--- config.mk ---
export PLATFORM = sky130hd
export DESIGN_NAME = atm_session_ctrl
export DESIGN_NICKNAME = d
export VERILOG_FILES = /design/src/rtl/atm_pkg.sv /design/src/rtl/atm_digit_accum.sv /design/src/rtl/atm_session_ctrl.sv
export SDC_FILE = /design/constraint.sdc
export NUM_CORES = 1
export LEC_CHECK = 0
export CAP_MARGIN = 20
export CELL_PAD_IN_SITES_DETAIL_PLACEMENT = 1
export CELL_PAD_IN_SITES_GLOBAL_PLACEMENT = 2
export CORE_UTILIZATION = 30
export DETAILED_ROUTE_END_ITERATION = 12
export PLACE_DENSITY = 0.78
export REMOVE_ABC_BUFFERS = 1
export SLEW_MARGIN = 0
export SYNTH_ARGS = -nofsm -noshare
export SYNTH_HDL_FRONTEND = slang
export SYNTH_SLANG_ARGS = --single-unit
--- constraint.sdc ---
create_clock -name clk -period 3.4 [get_ports clk]
set_clock_uncertainty 0.05 [all_clocks]
set_input_delay 1.02 -clock clk [delete_from_list [all_inputs] [get_ports clk]]
set_output_delay 1.02 -clock clk [all_outputs]
set_load 0.02 [all_outputs]
--- src/rtl/atm_pkg.sv ---
// rtl/atm_pkg.sv - opcodes, keypad codes and session state encoding for the ATM front end
package atm_pkg;

  localparam logic [2:0] OP_IDLE       = 3'b000;
  localparam logic [2:0] OP_BALANCE    = 3'b001;
  localparam logic [2:0] OP_WITHDRAW   = 3'b010;
  localparam logic [2:0] OP_TRANSFER   = 3'b011;
  localparam logic [2:0] OP_REPORT     = 3'b100;
  localparam logic [2:0] OP_CHANGE_PIN = 3'b101;
  localparam logic [2:0] OP_DEPOSIT    = 3'b110;

  localparam logic [3:0] KEY_ENTER  = 4'hA;
  localparam logic [3:0] KEY_CANCEL = 4'hB;
  localparam logic [3:0] KEY_CLEAR  = 4'hC;

  typedef enum logic [2:0] {
    ST_IDLE,
    ST_PIN,
    ST_MENU,
    ST_AMOUNT,
    ST_TARGET,
    ST_ISSUE,
    ST_RESP,
    ST_LOCKED
  } state_e;

  // States in which the customer is interacting with the keypad
  function automatic logic is_entry_state(input state_e s);
    return (s == ST_PIN) || (s == ST_MENU) || (s == ST_AMOUNT) || (s == ST_TARGET);
  endfunction

endpackage

--- src/rtl/atm_digit_accum.sv ---
// rtl/atm_digit_accum.sv - decimal keypad accumulator, saturating at MAX_DIGITS digits
module atm_digit_accum #(
  parameter int MAX_DIGITS = 3
) (
  input  logic       clk,
  input  logic       reset,
  input  logic       clr,
  input  logic       digit_valid,
  input  logic [3:0] digit,
  output logic [9:0] value,
  output logic [1:0] count
);

  logic [9:0] value_q, value_d;
  logic [1:0] count_q, count_d;

  always_comb begin
    value_d = value_q;
    count_d = count_q;
    if (clr) begin
      value_d = '0;
      count_d = '0;
    end else if (digit_valid && (int'(count_q) < MAX_DIGITS)) begin
      value_d = value_q * 10'd10 + {6'd0, digit};
      count_d = count_q + 2'd1;
    end
  end

  always_ff @(posedge clk or negedge reset) begin
    if (!reset) begin
      value_q <= '0;
      count_q <= '0;
    end else begin
      value_q <= value_d;
      count_q <= count_d;
    end
  end

  assign value = value_q;
  assign count = count_q;

endmodule

--- src/rtl/atm_session_ctrl.sv ---
// rtl/atm_session_ctrl.sv - ATM session controller: card/PIN/menu entry, opcode issue, lockout.
// Optional inactivity timeout enabled by defining ATM_SESSION_TIMEOUT_EN.
module atm_session_ctrl
  import atm_pkg::*;
#(
  parameter int MAX_ATTEMPTS   = 3,
  parameter int TIMEOUT_CYCLES = 1000,
  parameter int MAX_DIGITS     = 3
) (
  input  logic       clk,
  input  logic       reset,
  input  logic       card_present,
  input  logic [9:0] card_no_in,
  input  logic       key_valid,
  input  logic [3:0] key_code,
  input  logic       card_declined,
  output logic [2:0] operation,
  output logic [9:0] card_no,
  output logic [9:0] card_pin,
  output logic [9:0] amount,
  output logic [9:0] target_no,
  output logic       locked,
  output logic       session_abort
);

  localparam int FW = $clog2(MAX_ATTEMPTS + 1);

  state_e          state_q, state_d;
  logic            card_prev_q;
  logic [2:0]      op_q, op_d;
  logic [9:0]      card_no_q, card_no_d, pin_q, pin_d, amt_q, amt_d, tgt_q, tgt_d;
  logic [9:0]      locked_card_q, locked_card_d;
  logic            locked_valid_q, locked_valid_d;
  logic [FW-1:0]   fail_q, fail_d;
  logic            abort_q, abort_d;

  logic [9:0]      acc_value;
  logic [1:0]      acc_count;
  logic            acc_clr, acc_digit;
  logic            is_digit, key_enter, key_cancel, key_clear;
  logic            in_entry, in_data, card_rise, tmo_hit;

  assign is_digit   = key_valid && (key_code <= 4'd9);
  assign key_enter  = key_valid && (key_code == KEY_ENTER);
  assign key_cancel = key_valid && (key_code == KEY_CANCEL);
  assign key_clear  = key_valid && (key_code == KEY_CLEAR);
  assign in_entry   = is_entry_state(state_q);
  assign in_data    = (state_q == ST_PIN) || (state_q == ST_AMOUNT) || (state_q == ST_TARGET);
  assign card_rise  = card_present && !card_prev_q;

`ifdef ATM_SESSION_TIMEOUT_EN
  logic [15:0] tmo_q, tmo_d;

  assign tmo_hit = in_entry && !key_valid && (tmo_q == 16'(TIMEOUT_CYCLES - 1));
  assign tmo_d   = (!in_entry || key_valid || (state_d != state_q)) ? 16'd0 : tmo_q + 16'd1;

  always_ff @(posedge clk or negedge reset) begin
    if (!reset) tmo_q <= '0;
    else        tmo_q <= tmo_d;
  end
`else
  assign tmo_hit = 1'b0;
`endif

  if (TIMEOUT_CYCLES < 1 || TIMEOUT_CYCLES > 65535) begin : g_bad_timeout
    $error("TIMEOUT_CYCLES must fit the 16-bit inactivity counter");
  end

  // Every state change restarts entry; digits only count where a value is being typed
  assign acc_clr   = (state_d != state_q) || (key_clear && in_entry);
  assign acc_digit = is_digit && in_data;

  atm_digit_accum #(.MAX_DIGITS(MAX_DIGITS)) u_accum (
    .clk         (clk),
    .reset       (reset),
    .clr         (acc_clr),
    .digit_valid (acc_digit),
    .digit       (key_code),
    .value       (acc_value),
    .count       (acc_count)
  );

  always_comb begin
    state_d        = state_q;
    op_d           = op_q;
    card_no_d      = card_no_q;
    pin_d          = pin_q;
    amt_d          = amt_q;
    tgt_d          = tgt_q;
    locked_card_d  = locked_card_q;
    locked_valid_d = locked_valid_q;
    fail_d         = fail_q;
    abort_d        = 1'b0;

    if (!card_present) begin
      state_d   = ST_IDLE;
      card_no_d = '0;
      pin_d     = '0;
      amt_d     = '0;
      tgt_d     = '0;
    end else if (in_entry && (key_cancel || tmo_hit)) begin
      abort_d = 1'b1;
      pin_d   = '0;
      amt_d   = '0;
      tgt_d   = '0;
      state_d = ST_IDLE;
    end else begin
      case (state_q)
        ST_IDLE: begin
          if (card_rise) begin
            if (locked_valid_q && (card_no_in == locked_card_q)) begin
              state_d = ST_LOCKED;
            end else begin
              card_no_d = card_no_in;
              fail_d    = '0;
              state_d   = ST_PIN;
            end
          end
        end
        ST_PIN: begin
          if (key_enter && (acc_count != 2'd0)) begin
            pin_d   = acc_value;
            state_d = ST_MENU;
          end
        end
        ST_MENU: begin
          if (is_digit && !key_code[3]) begin
            case (key_code[2:0])
              OP_BALANCE, OP_REPORT: begin
                op_d    = key_code[2:0];
                state_d = ST_ISSUE;
              end
              OP_WITHDRAW, OP_TRANSFER, OP_DEPOSIT: begin
                op_d    = key_code[2:0];
                state_d = ST_AMOUNT;
              end
              OP_CHANGE_PIN: begin
                op_d    = key_code[2:0];
                state_d = ST_TARGET;
              end
              default: ;
            endcase
          end
        end
        ST_AMOUNT: begin
          if (key_enter && (acc_value != 10'd0)) begin
            amt_d   = acc_value;
            state_d = (op_q == OP_TRANSFER) ? ST_TARGET : ST_ISSUE;
          end
        end
        ST_TARGET: begin
          if (key_enter) begin
            tgt_d   = acc_value;
            state_d = ST_ISSUE;
          end
        end
        ST_ISSUE: state_d = ST_RESP;
        ST_RESP: begin
          if (card_declined) begin
            fail_d = fail_q + FW'(1);
            if (int'(fail_q) + 1 >= MAX_ATTEMPTS) begin
              locked_card_d  = card_no_q;
              locked_valid_d = 1'b1;
              state_d        = ST_LOCKED;
            end else begin
              pin_d   = '0;
              state_d = ST_PIN;
            end
          end else begin
            fail_d = '0;
            if (op_q == OP_CHANGE_PIN) pin_d = tgt_q;
            state_d = ST_MENU;
          end
        end
        ST_LOCKED: state_d = ST_LOCKED;
        default:   state_d = ST_IDLE;
      endcase
    end
  end

  always_ff @(posedge clk or negedge reset) begin
    if (!reset) begin
      state_q        <= ST_IDLE;
      card_prev_q    <= 1'b0;
      op_q           <= OP_IDLE;
      card_no_q      <= '0;
      pin_q          <= '0;
      amt_q          <= '0;
      tgt_q          <= '0;
      locked_card_q  <= '0;
      locked_valid_q <= 1'b0;
      fail_q         <= '0;
      abort_q        <= 1'b0;
    end else begin
      state_q        <= state_d;
      card_prev_q    <= card_present;
      op_q           <= op_d;
      card_no_q      <= card_no_d;
      pin_q          <= pin_d;
      amt_q          <= amt_d;
      tgt_q          <= tgt_d;
      locked_card_q  <= locked_card_d;
      locked_valid_q <= locked_valid_d;
      fail_q         <= fail_d;
      abort_q        <= abort_d;
    end
  end

  assign operation     = (state_q == ST_ISSUE) ? op_q : OP_IDLE;
  assign card_no       = card_no_q;
  assign card_pin      = pin_q;
  assign amount        = amt_q;
  assign target_no     = tgt_q;
  assign locked        = (state_q == ST_LOCKED);
  assign session_abort = abort_q;

endmodule

After elaboration in Yosys (flattened, before gate mapping). Cells that the tools add are included.

$add $sub $neg: 4. Multiply operators: 1. Magnitude comparators: 3. Equal/unequal tests: 34. Muxes and demuxes: 44. Bitwise gates (word level): 1. Reduce and logical (&&, ||, !) cells: 36.

Operators with widths (count): $mux W10 (21); $mux W3 (11); $eq A3 B3 Y1 const B (8); $pmux W3 S8 (1); $pmux W10 S2 (1); $eq A3 B2 Y1 const B (5); $reduce_and A5 Y1 (3); $logic_and A1 B1 Y1 (13); $eq A4 B4 Y1 const B (3); $ne A3 B1 Y1 const B (4); $add A10 B4 Y10 (1); $eq A10 B10 Y1 (1); $mul A10 B3 Y9 const B (1); $mux W2 (5); $ne A5 B5 Y1 const B (2); $reduce_bool A10 Y1 (1); $pmux W3 S3 (1); $ne A2 B2 Y1 const B (4); $reduce_and A4 Y1 (2); $eq A3 B1 Y1 const B (2); $logic_or A1 B1 Y1 (6); $reduce_bool A2 Y1 (3); $reduce_or A6 Y1 (1); $add A2 B1 Y2 const B (2); other kinds (16) (21).

Register bits after elaboration: 73. Bits of input ports: 19. Output and inout port bits: 45. Logic and storage cells: 136.

Longest topological paths before layout.
Depth in word-level cells: 10. Mapped depth: 10. Mapped depth without buffers: 10.

By module. From an unflattened synthesis, not the netlist that was laid out.

Cell total of the unflattened synthesis: 418. Area total of the unflattened synthesis: 4187.8 um^2.

Modules (own cells, without submodules): atm_session_ctrl (instances 1, cells each 320, area each 3244.4 um^2, seq. area each 1526.5 um^2); atm_digit_accum (instances 1, cells each 98, area each 943.4 um^2, seq. area each 300.3 um^2).

Least setup slack after synthesis. No wires, ideal clock.

Kind: input -> register. Start: input key_code[1]. End: register u_accum.value_q[9] (netlist: u_accum.value[9]). Setup time: 0.087 ns. Data arrival time: 2.553 ns. Data required time: 3.263 ns. Slack: 0.710 ns. Cell stages on the path: 8. Buffers on the path: 0. Cells stage by stage: ha_1 fa_1 a21o_1 nand2_1 nor3_1 nand3_1 xnor3_1 a211oi_2.

Cells in the longest elaborated chain, start to end: 10. Elaborated cells on any way between the ends: 37. Classes of those cells: add/sub: 1; order compare: 1; eq/ne: 10; mux: 10; reduce/logical: 15.

RTL lines: from (decl) (RTL line atm_session_ctrl.sv:15) `input logic [3:0] key_code,`; $eq A3 B2 Y1, or another cell as far along (RTL line atm_session_ctrl.sv:128) `case (key_code[2:0])`; $reduce_or A3 Y1, or another cell as far along (RTL line atm_session_ctrl.sv:128); $pmux W3 S3, or another cell as far along (RTL line atm_session_ctrl.sv:128); $mux W3 (on tied branches) (RTL line atm_session_ctrl.sv:127, atm_session_ctrl.sv:121, atm_session_ctrl.sv:146); $pmux W3 S8 (RTL line atm_session_ctrl.sv:108) `case (state_q)`; $mux W3 (RTL line atm_session_ctrl.sv:101) `end else if (in_entry && (key_cancel || tmo_hit)) begin`; $mux W3 (RTL line atm_session_ctrl.sv:95) `if (!card_present) begin`; $ne A3 B3 Y1 (RTL line atm_session_ctrl.sv:70) `assign acc_clr = (state_d != state_q) || (key_clear && in_entry);`; $logic_or A1 B1 Y1 (RTL line atm_session_ctrl.sv:70); $mux W10 or $reduce_bool A2 Y1 (tied branches); to (signal assigned) (RTL line atm_digit_accum.sv:34) `value_q <= value_d;`; to (decl) (RTL line atm_digit_accum.sv:14) `logic [9:0] value_q, value_d;`.

Several ways; a longest one is shown, not always the timed one. The select of a mux whose other input is x is not followed. A chain may end at the register's enable or synchronous reset.

Worst setup path after layout. Ends and elaborated chain as after synthesis.

==> impl_metrics.py <==
metrics = {
    "status": {
        "status": "finished clean",
    },
    "clocking": {
        "clk_pin_slew_ps": 60,
        "cts_resized": 0,
        "holdBufCountCts": 0,
        "cts_buffer_depth": 2,
        "cts_root_buf": "clkbuf_16",
        "cts_tree": "done",
        "worstSkewPairLatency_ps": 340,
        "cts_setup_buffers": 0,
        "clock_sinks": 73,
        "numCtsBuffers": 9,
        "cts-htree-levels": 3,
    },
    "floorplan": {
        "die_x_um": 121,
        "ios": 64,
        "die_area_mm2": 0.0147,
        "core-area_mm2": 0.0139,
        "initial_core_util": 0.307,
        "die_h_um": 121,
        "num_rows": 43,
    },
    "synth": {
        "syn_area_mm2": 0.00426,
        "synth-edff-count": 0,
        "ys_warn_count": 0,
        "ys_seq_elements": 73,
        "ys_seq_area_frac": 0.429,
        "synth_cell_type_count": 54,
        "ys.flop_type": "dfrtp_1",
        "synthCells": 415,
        "async_reset_ff_frac": 1.00,
        "synth_area_per_cell_um2": 10.3,
    },
    "sta": {
        "post-route-period-util": 0.902,
        "max-slew-margin-rel": 0.362,
        "rsz0062_at_grt": "false",
        "tightest_slew_ps": 957,
        "report.final.slew_viol_count": 0,
        "max_freq_ghz": 0.326,
        "setup_tns_ps": 0,
        "setup_violations": 0,
        "hold_violations": 0,
        "fin_crit_ps": 3070,
    },
    "grt": {
        "grt_max_degree": 74,
        "grt_use_total": 0.174,
        "antenna_found_initial": 0,
        "grt_pass1_vias": 3637,
        "grt_pass1_wl_mm": 19.3,
        "globalRouteOverflowTotal": 0,
    },
    "finish": {
        "postLayoutCoreUtil": 0.396,
        "areaGrowthSynthToFinish_pct": 28.9,
        "num-fill-cells": 1568,
        "final_cells": 674,
        "diodes": 0,
        "drive_above_1_share": 0.144,
        "fin_nets": 528,
    },
    "routing": {
        "wl_per_cell_um": 17.3,
        "remaining_drc_errors": 0,
        "drt_iter0_drc": 175,
        "antenna_left": 0,
        "routed_via_density": 4.98,
        "drt-pass1-iter-count": 4,
        "vias": 3359,
        "wl_mm": 11.6,
    },
    "critical_path": {
        "cp-end-kind": "flip-flop",
        "crit_path_start": "key_code[1]",
        "crit_arrival_ps": 3280,
        "crit_type": "in -> reg",
        "r2r_slack_ps": 440,
        "cp_max_fo": 6,
        "rr_endpoint": "u_accum.value[9]$_DFFE_PN0P_",
        "required_ps": 3610,
        "endpoint": "u_accum.value[9]$_DFFE_PN0P_",
        "worstRegToRegCells": 10,
        "worstSetupStartpointType": "input port",
        "timing.rr.start": "u_accum.value[1]$_DFFE_PN0P_",
    },
    "placed_design": {
        "dp_hpwl_mm": 8.47,
        "io_buffers": 63,
        "dp.cells": 658,
        "place.gp.congestion": 0.842,
    },
    "power_and_ir_drop": {
        "p_leak_nw": 2.40,
        "p_comb_frac": 0.396,
        "power_per_cell_area_mw_per_mm2": 598,
        "peakVddDrop_v": 0.000235,
        "power_frac_seq": 0.334,
        "p_int_mw": 2.02,
        "p_sw_mw": 1.26,
        "pwr-share-clk": 0.271,
        "swShare": 0.385,
        "power_mw": 3.28,
    },
    "worst_hold_path": {
        "hold_class": "reg -> reg",
    },
    "job": {
        "drv_cap": 0,
    },
}
[stage by stage]
| step | instance area [um2] | hold WS [ps] | setup WS [ps] |
|---|---|---|---|
| after floorplan | 4150 | 384 | 139 |
| after global placement | 5220 | 401 | 69.8 |
| after detailed placement | 5220 | 420 | -7.70 |
| after CTS | 5490 | 438 | 350 |
| after global routing | 5490 | 464 | 182 |
| final | 5490 | 426 | 335 |
[cells in the mapped netlist (9+ instances only)]
master / number / area, um2
buf_2: 9 / 45.0
nor3_1: 15 / 75.1
inv_1: 11 / 41.3
a21oi_1: 27 / 135
nand2_1: 17 / 63.8
mux2i_1: 34 / 340
xnor2_1: 17 / 149
ha_1: 18 / 225
nor2_1: 63 / 236
dfrtp_1: 73 / 1830
nor3b_1: 11 / 82.6
mux2_2: 13 / 146
nand3_1: 10 / 50.1
a211oi_2: 11 / 138
[kinds of logic (layout without fill, tap and decap cells)]
| kind of cell | after synthesis | after routing | synth area share |
|---|---|---|---|
| fa+ha+maj | 20 | 20 | 0.0622 |
| xor+xnor | 24 | 24 | 0.0526 |
| mux | 47 | 47 | 0.114 |
| simple gates | 153 | 153 | 0.182 |
| buf+inv | 33 | 112 | 0.0355 |
| flops | 73 | 73 | 0.429 |
| compound gates | 65 | 65 | 0.124 |
[registers in the layout (all words and copies together) (netlist names)]
name,flops
card_no,10
session_abort,1
card_pin,10
u_accum.value,10
target_no,10
locked_valid_q,1
op_q,3
amount,10
u_accum.count,2
locked_card_q,10
fail_q,2
card_prev_q,1
state_q,3
[cell usage in the layout (no fill, tap or decap), types with 9 or more instances in the layout]
cell type        Yosys  final
a211oi_2            11     11
a21oi_1             27     27
buf_4                1     19
clkbuf_16            0      9
clkdlybuf4s50_1      0     62
dfrtp_1             73     73
ha_1                18     18
inv_1               11     11
mux2_2              13     13
mux2i_1             34     34
nand2_1             17     17
nand3_1             10     10
nor2_1              63     63
nor3_1              15     15
nor3b_1             11     11
xnor2_1             17     17
[critical path, cell delays in order]
cell             delay [ps]
clkdlybuf4s50_1         590
ha_1                    230
fa_1                    220
a21o_1                  120
nand2_1                  80
nor3_1                  260
nand3_1                 150
xnor3_1                 370
a211oi_2                220
[final cells by class]
cell class                      count  area (um2)  area share
Multi-Input combinational cell    309        2280       0.416
Tap cell                          180         225      0.0410
Clock buffer                       10         229      0.0417
Inverter                           11        41.3     0.00752
Timing Repair Buffer               85         843       0.154
Sequential cell                    73        1830       0.333
Clock inverter                      6        42.5     0.00775
[power groups by stage]
stage	clock network (mW)	logic (mW)	registers [mW]
final	0.889	1.30	1.09
after global routing	0.956	1.44	1.11
after CTS	0.918	1.32	1.10
after detailed placement	0	1.31	1.11
after global placement	0	1.28	1.11
after floorplan	0	0.777	1.14
[routing by layer]
layer,up-vias,global-route usage,part of all wire
met1,1665,0.219,0.46
met5,-,0,0
met2,59,0.290,0.49
li1,1619,-,-
met4,0,0.0640,0.018
met3,16,0.0381,0.033
[how the worst min path moves through the flow]
| stage | from | end | depth (start not counted) | slack (ps) |
|---|---|---|---|---|
| detailed placement | locked_valid_q$_DFFE_PN0P_ | locked_valid_q$_DFFE_PN0P_ | 1 | 420 |
| global placement | locked_valid_q$_DFFE_PN0P_ | locked_valid_q$_DFFE_PN0P_ | 1 | 400 |
| floorplan | locked_valid_q$_DFFE_PN0P_ | locked_valid_q$_DFFE_PN0P_ | 1 | 380 |
| global route | locked_valid_q$_DFFE_PN0P_ | locked_valid_q$_DFFE_PN0P_ | 1 | 460 |
| finish | locked_valid_q$_DFFE_PN0P_ | locked_valid_q$_DFFE_PN0P_ | 1 | 430 |
| CTS | locked_valid_q$_DFFE_PN0P_ | locked_valid_q$_DFFE_PN0P_ | 1 | 440 |
(Power assumes the default switching activity.)
